`config.mk`:
```
export PLATFORM = sky130hd
export DESIGN_NAME = cus19_wb_ctrl_flat
export DESIGN_NICKNAME = d
export VERILOG_FILES = /design/src/rtl/cus19_pkg.sv /design/src/rtl/cus19_wb_ctrl_if.sv /design/src/rtl/cus19_wb_scoreboard.sv /design/src/rtl/cus19_wb_ctrl.sv /design/src/flat_wrapper.sv
export SDC_FILE = /design/constraint.sdc
export NUM_CORES = 1
export LEC_CHECK = 0
export CAP_MARGIN = 5
export CORE_UTILIZATION = 44
export DETAILED_ROUTE_END_ITERATION = 7
export GPL_ROUTABILITY_DRIVEN = 0
export GPL_TIMING_DRIVEN = 1
export PLACE_DENSITY = 0.75
export SLEW_MARGIN = 5
export SYNTH_ARGS = -nofsm -noshare
export SYNTH_HDL_FRONTEND = slang
export SYNTH_SLANG_ARGS = --single-unit
```
`constraint.sdc`:
```
create_clock -name clk_in -period 1.9 [get_ports clk_in]
set_input_delay 0.285 -clock clk_in [delete_from_list [all_inputs] [get_ports clk_in]]
set_output_delay 0.285 -clock clk_in [all_outputs]
set_load 0.01 [all_outputs]
```
`src/rtl/cus19_pkg.sv`:
```
// cus19_pkg: shared register-file widths, write-back source encoding and destination-mask helpers.
package cus19_pkg;
    localparam int DATA_WIDTH = 8;
    localparam int REG_ADDR_WIDTH = 4;
    localparam int NUM_REGS = 2 ** REG_ADDR_WIDTH;

    typedef enum logic [1:0] {WB_NONE, WB_ALU, WB_MD} wb_src_e;
    typedef logic [REG_ADDR_WIDTH-1:0] reg_addr_t;
    typedef logic [NUM_REGS-1:0] reg_mask_t;

    // rd+1 wraps naturally in the index width, so register 15 pairs with register 0
    function automatic reg_addr_t reg_inc(input reg_addr_t r);
        return r + reg_addr_t'(1);
    endfunction

    function automatic reg_mask_t reg_bits(input reg_addr_t r, input logic pair);
        return (reg_mask_t'(1) << r) | (pair ? reg_mask_t'(1) << reg_inc(r) : '0);
    endfunction
endpackage

```
`src/rtl/cus19_wb_ctrl_if.sv`:
```
// cus19_wb_ctrl_if: issue, execute-result and register-file write signals of the write-back controller.
interface cus19_wb_ctrl_if;
    import cus19_pkg::*;
    logic issue_valid_in;
    reg_addr_t issue_rd_in;
    logic issue_pair_in;
    reg_mask_t pend_mask_out;
    logic alu_valid_in;
    logic alu_ready_out;
    reg_addr_t alu_rd_in;
    logic [DATA_WIDTH-1:0] alu_data_in;
    logic md_valid_in;
    logic md_ready_out;
    reg_addr_t md_rd_in;
    logic [2*DATA_WIDTH-1:0] md_data_in;
    logic wr_en_out;
    logic wr_hi_en_out;
    reg_addr_t wr_addr_out;
    logic [2*DATA_WIDTH-1:0] wr_data_out;

    modport master (
        output issue_valid_in, issue_rd_in, issue_pair_in,
        output alu_valid_in, alu_rd_in, alu_data_in,
        output md_valid_in, md_rd_in, md_data_in,
        input pend_mask_out, alu_ready_out, md_ready_out,
        input wr_en_out, wr_hi_en_out, wr_addr_out, wr_data_out
    );

    modport slave (
        input issue_valid_in, issue_rd_in, issue_pair_in,
        input alu_valid_in, alu_rd_in, alu_data_in,
        input md_valid_in, md_rd_in, md_data_in,
        output pend_mask_out, alu_ready_out, md_ready_out,
        output wr_en_out, wr_hi_en_out, wr_addr_out, wr_data_out
    );
endinterface

```
`src/rtl/cus19_wb_scoreboard.sv`:
```
// cus19_wb_scoreboard: pending-destination mask; issue sets rd(/rd+1), the driven write clears them, set wins.
module cus19_wb_scoreboard import cus19_pkg::*; (
    input logic clk_in,
    input logic rst_in,
    input logic set_en_in,
    input reg_addr_t set_rd_in,
    input logic set_pair_in,
    input logic clr_en_in,
    input reg_addr_t clr_rd_in,
    input logic clr_pair_in,
    output reg_mask_t pend_mask_out
);
    reg_mask_t pend_q, pend_d, set_mask, clr_mask;

    always_comb begin
        set_mask = set_en_in ? reg_bits(set_rd_in, set_pair_in) : '0;
        clr_mask = clr_en_in ? reg_bits(clr_rd_in, clr_pair_in) : '0;
        pend_d = (pend_q & ~clr_mask) | set_mask;
    end

    always_ff @(posedge clk_in or negedge rst_in) begin
        if (!rst_in) pend_q <= '0;
        else pend_q <= pend_d;
    end

    assign pend_mask_out = pend_q;
endmodule

```
`src/rtl/cus19_wb_ctrl.sv`:
```
// cus19_wb_ctrl: arbitrates held ALU and MUL/DIV results onto the single register-file write port.
module cus19_wb_ctrl import cus19_pkg::*; #(
    parameter int STARVE_LIMIT = 3
) (
    input logic clk_in,
    input logic rst_in,
    cus19_wb_ctrl_if.slave bus
);
    localparam int SW = $clog2(STARVE_LIMIT + 1);

    logic alu_hv_q, alu_hv_d, md_hv_q, md_hv_d;
    reg_addr_t alu_rd_q, alu_rd_d, md_rd_q, md_rd_d;
    logic [DATA_WIDTH-1:0] alu_data_q, alu_data_d;
    logic [2*DATA_WIDTH-1:0] md_data_q, md_data_d;
    logic [SW-1:0] starve_q, starve_d;
    logic wr_en_q, wr_en_d, wr_hi_q, wr_hi_d;
    reg_addr_t wr_addr_q, wr_addr_d;
    logic [2*DATA_WIDTH-1:0] wr_data_q, wr_data_d;
    logic alu_wins, alu_rdy, md_rdy, alu_acc, md_acc;
    wb_src_e grant;

    always_comb begin
        alu_wins = alu_hv_q && (!md_hv_q || starve_q == SW'(STARVE_LIMIT));
        grant = alu_wins ? WB_ALU : md_hv_q ? WB_MD : WB_NONE;
        // a hold register frees up in the same cycle its content is granted
        alu_rdy = rst_in && (!alu_hv_q || grant == WB_ALU);
        md_rdy = rst_in && (!md_hv_q || grant == WB_MD);
        alu_acc = bus.alu_valid_in && alu_rdy;
        md_acc = bus.md_valid_in && md_rdy;
        alu_hv_d = alu_acc || (alu_hv_q && grant != WB_ALU);
        md_hv_d = md_acc || (md_hv_q && grant != WB_MD);
        alu_rd_d = alu_acc ? bus.alu_rd_in : alu_rd_q;
        alu_data_d = alu_acc ? bus.alu_data_in : alu_data_q;
        md_rd_d = md_acc ? bus.md_rd_in : md_rd_q;
        md_data_d = md_acc ? bus.md_data_in : md_data_q;
        starve_d = grant == WB_ALU ? '0 : alu_hv_q ? starve_q + SW'(1) : starve_q;
        wr_en_d = grant != WB_NONE;
        wr_hi_d = grant == WB_MD;
        wr_addr_d = grant == WB_MD ? md_rd_q : grant == WB_ALU ? alu_rd_q : '0;
        wr_data_d = grant == WB_MD ? md_data_q : grant == WB_ALU ? {{DATA_WIDTH{1'b0}}, alu_data_q} : '0;
    end

    always_ff @(posedge clk_in or negedge rst_in) begin
        if (!rst_in) begin
            alu_hv_q <= 1'b0;
            md_hv_q <= 1'b0;
            alu_rd_q <= '0;
            alu_data_q <= '0;
            md_rd_q <= '0;
            md_data_q <= '0;
            starve_q <= '0;
            wr_en_q <= 1'b0;
            wr_hi_q <= 1'b0;
            wr_addr_q <= '0;
            wr_data_q <= '0;
        end else begin
            alu_hv_q <= alu_hv_d;
            md_hv_q <= md_hv_d;
            alu_rd_q <= alu_rd_d;
            alu_data_q <= alu_data_d;
            md_rd_q <= md_rd_d;
            md_data_q <= md_data_d;
            starve_q <= starve_d;
            wr_en_q <= wr_en_d;
            wr_hi_q <= wr_hi_d;
            wr_addr_q <= wr_addr_d;
            wr_data_q <= wr_data_d;
        end
    end

    assign bus.alu_ready_out = alu_rdy;
    assign bus.md_ready_out = md_rdy;
    assign bus.wr_en_out = wr_en_q;
    assign bus.wr_hi_en_out = wr_hi_q;
    assign bus.wr_addr_out = wr_addr_q;
    assign bus.wr_data_out = wr_data_q;

    // the write currently on the port retires its destination bits
    cus19_wb_scoreboard u_sb (
        .clk_in(clk_in),
        .rst_in(rst_in),
        .set_en_in(bus.issue_valid_in),
        .set_rd_in(bus.issue_rd_in),
        .set_pair_in(bus.issue_pair_in),
        .clr_en_in(wr_en_q),
        .clr_rd_in(wr_addr_q),
        .clr_pair_in(wr_hi_q),
        .pend_mask_out(bus.pend_mask_out)
    );
endmodule

```
`src/flat_wrapper.sv`:
```
// flat-port wrapper written by rule: the top's interface ports become plain ports
module cus19_wb_ctrl_flat import cus19_pkg::*;
#(
    parameter int STARVE_LIMIT = 3
)
  (clk_in, rst_in, bus_issue_valid_in, bus_issue_rd_in, bus_issue_pair_in, bus_alu_valid_in, bus_alu_rd_in, bus_alu_data_in, bus_md_valid_in, bus_md_rd_in, bus_md_data_in, bus_pend_mask_out, bus_alu_ready_out, bus_md_ready_out, bus_wr_en_out, bus_wr_hi_en_out, bus_wr_addr_out, bus_wr_data_out);
  cus19_wb_ctrl_if bus_i ();
  input logic clk_in;
  input logic rst_in;
  input wire logic [$bits(bus_i.issue_valid_in)-1:0] bus_issue_valid_in;
  input wire logic [$bits(bus_i.issue_rd_in)-1:0] bus_issue_rd_in;
  input wire logic [$bits(bus_i.issue_pair_in)-1:0] bus_issue_pair_in;
  input wire logic [$bits(bus_i.alu_valid_in)-1:0] bus_alu_valid_in;
  input wire logic [$bits(bus_i.alu_rd_in)-1:0] bus_alu_rd_in;
  input wire logic [$bits(bus_i.alu_data_in)-1:0] bus_alu_data_in;
  input wire logic [$bits(bus_i.md_valid_in)-1:0] bus_md_valid_in;
  input wire logic [$bits(bus_i.md_rd_in)-1:0] bus_md_rd_in;
  input wire logic [$bits(bus_i.md_data_in)-1:0] bus_md_data_in;
  output wire logic [$bits(bus_i.pend_mask_out)-1:0] bus_pend_mask_out;
  output wire logic [$bits(bus_i.alu_ready_out)-1:0] bus_alu_ready_out;
  output wire logic [$bits(bus_i.md_ready_out)-1:0] bus_md_ready_out;
  output wire logic [$bits(bus_i.wr_en_out)-1:0] bus_wr_en_out;
  output wire logic [$bits(bus_i.wr_hi_en_out)-1:0] bus_wr_hi_en_out;
  output wire logic [$bits(bus_i.wr_addr_out)-1:0] bus_wr_addr_out;
  output wire logic [$bits(bus_i.wr_data_out)-1:0] bus_wr_data_out;
  assign bus_i.issue_valid_in = bus_issue_valid_in;
  assign bus_i.issue_rd_in = bus_issue_rd_in;
  assign bus_i.issue_pair_in = bus_issue_pair_in;
  assign bus_i.alu_valid_in = bus_alu_valid_in;
  assign bus_i.alu_rd_in = bus_alu_rd_in;
  assign bus_i.alu_data_in = bus_alu_data_in;
  assign bus_i.md_valid_in = bus_md_valid_in;
  assign bus_i.md_rd_in = bus_md_rd_in;
  assign bus_i.md_data_in = bus_md_data_in;
  assign bus_pend_mask_out = bus_i.pend_mask_out;
  assign bus_alu_ready_out = bus_i.alu_ready_out;
  assign bus_md_ready_out = bus_i.md_ready_out;
  assign bus_wr_en_out = bus_i.wr_en_out;
  assign bus_wr_hi_en_out = bus_i.wr_hi_en_out;
  assign bus_wr_addr_out = bus_i.wr_addr_out;
  assign bus_wr_data_out = bus_i.wr_data_out;
  cus19_wb_ctrl #(.STARVE_LIMIT(STARVE_LIMIT)) u_core (.clk_in(clk_in), .rst_in(rst_in), .bus(bus_i));
endmodule
```
---- Word level (Yosys, flattened, before mapping) ----
Cells that the tools add are included.
cells by class
  add/subtract/negate cells ............... 3
  equal/unequal tests ..................... 5
  shifts and indexed selects .............. 4
  muxes and demuxes ....................... 12
  bitwise operators ....................... 5
  reduce and logical (&&, ||, !) cells .... 16
operators with widths
  cell                  count
  $mux 16               5
  $shl 1x4->16 const A  4
  $or 16x16->16         3
  $and 16x16->16        1
  $not 16->16           1
  $add 4x1->4 const B   2
  $mux 2                4
  $mux 4                2
  $mux 8                1
  $logic_and 1x1->1     7
  $logic_or 1x1->1      5
  $eq 2x2->1 const B    2
  $reduce_bool 2->1     2
  $add 2x1->2 const B   1
  $eq 2x1->1 const B    1
  $logic_not 1->1       2
  $ne 2x1->1 const B    1
  $ne 2x2->1 const B    1
word-level totals
  flip-flop bits (word level) ............. 74
  bits of input ports ..................... 42
  output and inout port bits .............. 40
  logic and storage cells ................. 57

---- Depth between registers and ports, before layout ----
  depth after elaboration ................. 9
  mapped depth ............................ 7
  depth with buffers taken out ............ 6

---- Cells and area by module ----
Synthesis repeated with hierarchy kept, for this count alone.
second synthesis, totals
  cell total of the unflattened synthesis .. 259
  area, all modules ....................... 3,231.8 um^2
modules (own cells, without submodules)
  module               instances  cells each  area an instance (um^2)  seq. area each (um^2)
  cus19_wb_ctrl        1          136         2,147.1                  1,451.4
  cus19_wb_scoreboard  1          123         1,084.8                  400.4

---- Least setup slack after synthesis ----
No wires, ideal clock.
  path kind ............................... register to register
  start ................................... register u_core.wr_addr_q[0] (netlist: u_core.bus.wr_addr_out[0])
  end ..................................... register u_core.u_sb.pend_q[5] (netlist: u_core.u_sb.pend_mask_out[5])
  setup time .............................. 129 ps
  arrival ................................. 1,961 ps
  data required time ...................... 1,771 ps
  slack ................................... -190 ps
  stages on the path, launching flop included .. 8
  path buffers ............................ 1
  clock period less this slack ............ 2,090 ps
  path through ............................ dfrtp_1 > clkbuf_1 > and2_1 > ha_1 > or3b_2 > a21o_1 > o21ai_0 > o21ai_0
between the ends
  longest elaborated chain between the ends .. 8
  elaborated cells on any way between the ends .. 9
  those cells by class .................... add/sub: 1; shift: 2; mux: 2; bitwise: 4
RTL lines
  what                       RTL line                   source
  from (decl)                cus19_wb_ctrl.sv:17        reg_addr_t wr_addr_q, wr_addr_d;
  from (signal assigned)     cus19_wb_ctrl.sv:66        wr_addr_q <= wr_addr_d;
  $add 4x1->4                cus19_pkg.sv:13            return r + reg_addr_t'(1);
  $shl 1x4->16               cus19_pkg.sv:17            return (reg_mask_t'(1) << r) | (pair ? reg_mask_t'(1) << reg_inc(r) : '0);
  $mux 16                    cus19_pkg.sv:17
  $or 16x16->16 (*)          cus19_pkg.sv:17
  $mux 16 (*)                cus19_wb_scoreboard.sv:17  clr_mask = clr_en_in ? reg_bits(clr_rd_in, clr_pair_in) : '0;
  $not 16->16 (*)            cus19_wb_scoreboard.sv:18  pend_d = (pend_q & ~clr_mask) | set_mask;
  $and 16x16->16 (*)         cus19_wb_scoreboard.sv:18
  $or 16x16->16 (*)          cus19_wb_scoreboard.sv:18
  via u_core.u_sb.pend_d[5]  cus19_wb_scoreboard.sv:13  reg_mask_t pend_q, pend_d, set_mask, clr_mask;
  to (signal assigned)       cus19_wb_scoreboard.sv:23  else pend_q <= pend_d;
  to (decl)                  cus19_wb_scoreboard.sv:13
Mark *: on every way through the listed nets, which the timed path passes. The rest lies on a longest branch.
A chain may end at the register's enable or synchronous reset.

---- Worst setup path in the final report ----
  start ................................... register u_core.starve_q[1]
  end ..................................... register u_core.md_data_q[10]
between the ends
  longest elaborated chain between the ends .. 8
RTL lines
  what                    RTL line             source
  from (decl)             cus19_wb_ctrl.sv:15  logic [SW-1:0] starve_q, starve_d;
  from (signal assigned)  cus19_wb_ctrl.sv:63  starve_q <= starve_d;
  $eq 2x2->1              cus19_wb_ctrl.sv:23  alu_wins = alu_hv_q && (!md_hv_q || starve_q == SW'(STARVE_LIMIT));
  $logic_or 1x1->1        cus19_wb_ctrl.sv:23
  $logic_and 1x1->1       cus19_wb_ctrl.sv:23
  $mux 2                  cus19_wb_ctrl.sv:24  grant = alu_wins ? WB_ALU : md_hv_q ? WB_MD : WB_NONE;
  $eq 2x2->1              cus19_wb_ctrl.sv:27  md_rdy = rst_in && (!md_hv_q || grant == WB_MD);
  $logic_or 1x1->1        cus19_wb_ctrl.sv:27
  $logic_and 1x1->1       cus19_wb_ctrl.sv:27
  $logic_and 1x1->1       cus19_wb_ctrl.sv:29  md_acc = bus.md_valid_in && md_rdy;
  to (signal assigned)    cus19_wb_ctrl.sv:62  md_data_q <= md_data_d;
  to (decl)               cus19_wb_ctrl.sv:14  logic [2*DATA_WIDTH-1:0] md_data_q, md_data_d;
No other way between the ends.

==> metrics.md <==
| Metric | Value |
|---|---|
| Post-synthesis async set-or-reset flop share | 1.00 |
| Final Max Slew Viols | 0 |
| CP endpoint kind | flip-flop |
| Register bit count reported by yosys | 74 |
| Min Clock Period, post-route | 1820 ps |
| Net count of the mapped netlist | about 330 |
| Top fanout value on the critical path | 8 |
| Number of setup violations in the final report | 0 |
| Wire length reported by the detailed router | 7160 microns |
| Aggregate global routing overflow | 0 |
| Distinct cell type count of the synthesized netlist | 40 |
| Cell with the most instances after synthesis | dfrtp_1 |
| Clock tree root driver cell | clkbuf_8 |
| Fin crit share | 0.960 |
| Synth Instances | 283 |
| CP Data Required Time | 2130 ps |
| Main flop type after synthesis | dfrtp_1 |
| Num rows | 31 |
| Fraction of synthesized cell area in xor and xnor cells | 0 |
| Warnings, synthesis | 0 |
| Final clock skew | 9.58 ps |
| Starting Density | 0.459 |
| Chip Width | 89.2 microns |
| Average via count per standard cell | 5.18 |
| Number of buffers added by the clock tree synthesis step | 9 |
| Seq/Total Area, Yosys | 0.553 |
| DPL Wire Length | roughly 5000 microns |
| Wire length per cell | roughly 15 microns |
| H-tree depth | 3 |
| Number of buffers inserted by port buffering | 81 |
| Simple-gate share of the synthesized area | 0.129 |
| Vias after detailed routing | 2506 |
| Vertical die dimension | just under 90 microns |
| Total GRT Usage | 0.197 |
| Leading cell types by total area after synthesis | dfrtp_1 (55%), mux2_4 (9.0%), o21ai_0 (4.9%) |
| Number of clock sinks | 74 |
| Worst EP arrival | between 2000 and 2500 ps |
| Worst r2r dst | u_core.md_data_q[10] |
| Logic gate share of total power | 0.271 |
| Diodes inserted | 0 |
| Max frequency | about 550 MHz |
| Slew of the pin with the lowest slew margin | 909 ps |
| Fraction of final layout cells sized beyond drive strength 1 | 0.192 |
| Pin count of the biggest net entering global routing | 75 |
| Compound-gate portion of the synthesized area | 0.116 |
| Power dissipated by switching net loads | 1.28 mW |
| Final cell count without fillers | 484 |
| Area of the core | 7290 sq um |
| First-pass iteration count of the detailed router | 4 |
| Final Hold Fails | 0 |
| Global-route wire length before repair | 11700 microns |
| Most used standard cells in the synthesized netlist | dfrtp_1 (74), nand2_1 (42), o21ai_0 (33) |
| Fin Hold WS | approximately 180 ps |
| Number of flops mapped to enable cells by yosys | 0 |
| Setup CP Type | reg2reg |
| Pwr dens | 1020 nW/um^2 |
| Clk slew on worst S/H paths | approximately 80 ps |
| Dominant combinational cell family by area after synthesis | multiplexers |
| Worst skew pair latency | 350 ps |
| Maximum vdd ir drop | 448 uV |
| CTS tree | built |
| Worst rel slew slack | 0.394 |
| Launching point of the worst reg2reg path | u_core.starve_q[1] |
| I/O pins | 82 |
| Post-route setup TNS | 0 ps |
| Setup crit start kind | flip-flop |
| Max clock buf depth | 2 |
| Worst reg-to-reg setup slack | a little under 80 ps |
| Area Overhead vs Synth | 35.9% |
| Post-DRT Antenna Nets | 0 |
| Path class of the lowest-slack min-delay path | in2async |
| Total DRC errors in the routed layout | 0 |
| Leakage power | about 2 nW |
| Number of maximum-capacitance constraint violations | 0 |
| Switching power share of the total | 0.274 |
| Number of buffers added for setup after CTS | 0 |
| Total Die Area | approximately 8000 sq um |
| Part of the total power dissipated in sequential elements | 0.447 |
| Per-instance average area after synthesis | 11.8 sq um |
| Mux share of post-synthesis cell area | 0.139 |
| Clk pwr share | 0.282 |
| Number of antenna violations at the first check in global routing | 0 |
| Net count, final | 429 |
| Post-synthesis share of cell area spent on full adders, half adders and majority gates | 0.0262 |
| Leading area contributor after synthesis | dfrtp_1 |
| Cell-internal power | 3.38 mW |
| Depth of the worst register-to-register path | 7 |
| Drt initial violations | between 150 and 200 |
| Syn Std Cell Area | 3350 sq um |
| Number of global-route vias before repair | 2452 |
| Inst Count DP | 468 |
| Setup repair after global routing missed its margin | false |
| Yosys top cell area share | 0.553 |
| Status | finished clean |
==> metrics by stage <==
stage / worst slack (ps) / total power, mW / cell area (sq um) / util
after global placement: 0.712 / 3.33 / 4330 / 0.594
after floorplan: -4.45 / 2.70 / 3370 / -
after CTS: 3.91 / 4.69 / 4540 / 0.623
after detailed placement: -89.8 / 3.38 / 4330 / 0.594
final: 76.8 / 4.66 / 4550 / 0.624
after global routing: 8.26 / 4.89 / 4550 / 0.624
==> registers in the layout, summed over array words and instances (netlist names), 2 cells and up <==
signal,count
u_core.md_data_q,16
u_core.u_sb.pend_mask_out,16
u_core.md_rd_q,4
u_core.bus.wr_addr_out,4
u_core.bus.wr_data_out,16
u_core.alu_rd_q,4
u_core.starve_q,2
u_core.alu_data_q,8
==> cell families (layout without fill, tap and decap cells) <==
family	count (synthesis)	in the layout
mux	35	35
buf+inv	19	121
compound gates	61	61
flops	74	74
fa+ha+maj	7	7
simple gates	87	87
==> per-layer routing <==
| layer | part of all wire | track usage |
|---|---|---|
| met1 | 0.44 | 0.268 |
| met2 | 0.50 | 0.319 |
| met3 | 0.048 | 0.0397 |
| met4 | 0.016 | 0.0606 |
| met5 | 0 | 0 |
==> worst max-delay path, cell delays in order (launching register included) <==
cell and delay, ps:
dfrtp_1 380, ha_2 190, nand2b_4 140, and2_4 150, buf_4 140, a21oi_4 160, buf_4 230, mux2_4 320
==> placed cells by master, fill, tap and decap left out, types with 2 or more instances in the layout <==
| cell | n |
|---|---|
| clkdlybuf4s50_1 | 78 |
| dfrtp_1 | 73 |
| nand2_1 | 42 |
| o21ai_0 | 29 |
| mux2_4 | 20 |
| buf_4 | 18 |
| and2_1 | 10 |
| mux2_2 | 10 |
| clkbuf_8 | 9 |
| a31oi_1 | 7 |
| inv_1 | 6 |
| nor2b_1 | 6 |
| ha_1 | 6 |
| nor2_1 | 5 |
| nand4_1 | 5 |
| o21ai_1 | 4 |
| and2_4 | 3 |
| nor3_1 | 3 |
| nand3_1 | 3 |
| nand3b_1 | 3 |
| a32o_1 | 3 |
| nand2b_1 | 3 |
| mux2_1 | 3 |
| a21o_1 | 2 |
| o221ai_1 | 2 |
| o211ai_1 | 2 |
| mux2i_1 | 2 |
| o32ai_1 | 2 |
| a22o_1 | 2 |
| a21oi_1 | 2 |
| clkbuf_1 | 2 |
| bufinv_16 | 2 |
| clkinv_2 | 2 |
==> power by group through the flow <==
stage / Clock, mW / Sequential [mW] / Combinational [mW]
after detailed placement: 0 / 2.11 / 1.27
final: 1.31 / 2.08 / 1.26
after CTS: 1.33 / 2.08 / 1.27
after global placement: 0 / 2.10 / 1.24
after floorplan: 0 / 2.17 / 0.536
after global routing: 1.39 / 2.12 / 1.39
==> area by class of cell <==
cell class	count	area, sq um
clock buffers	11	131
clock inverters	5	78.8
fillers	615	2750
inverters	6	22.5
multi-input cells	190	1390
flip-flops and latches	74	1850
well taps	99	124
repair buffers	99	952
==> worst max-delay path by stage <==
stage,start,endpoint,cells past startpoint
6_report,u_core.starve_q[1],u_core.md_data_q[10],7
5_1_grt,u_core.starve_q[0],bus_alu_ready_out,5
4_1_cts,u_core.starve_q[0],bus_alu_ready_out,5
3_5_place_dp,bus_issue_rd_in[1],u_core.u_sb.pend_mask_out[13],7
3_3_place_gp,u_core.starve_q[0],bus_md_ready_out,6
2_1_floorplan,u_core.bus.wr_addr_out[0],u_core.u_sb.pend_mask_out[5],7
==> what timing repair did <==
item,4_1_cts,5_1_grt
hold buffers,0,0
hold endpoints to repair,0,0
pin swaps,1,3
endpoints found under the setup margin,5,17
gates resized for setup,9,3
Note: power is estimated with default switching activity, not from simulation.
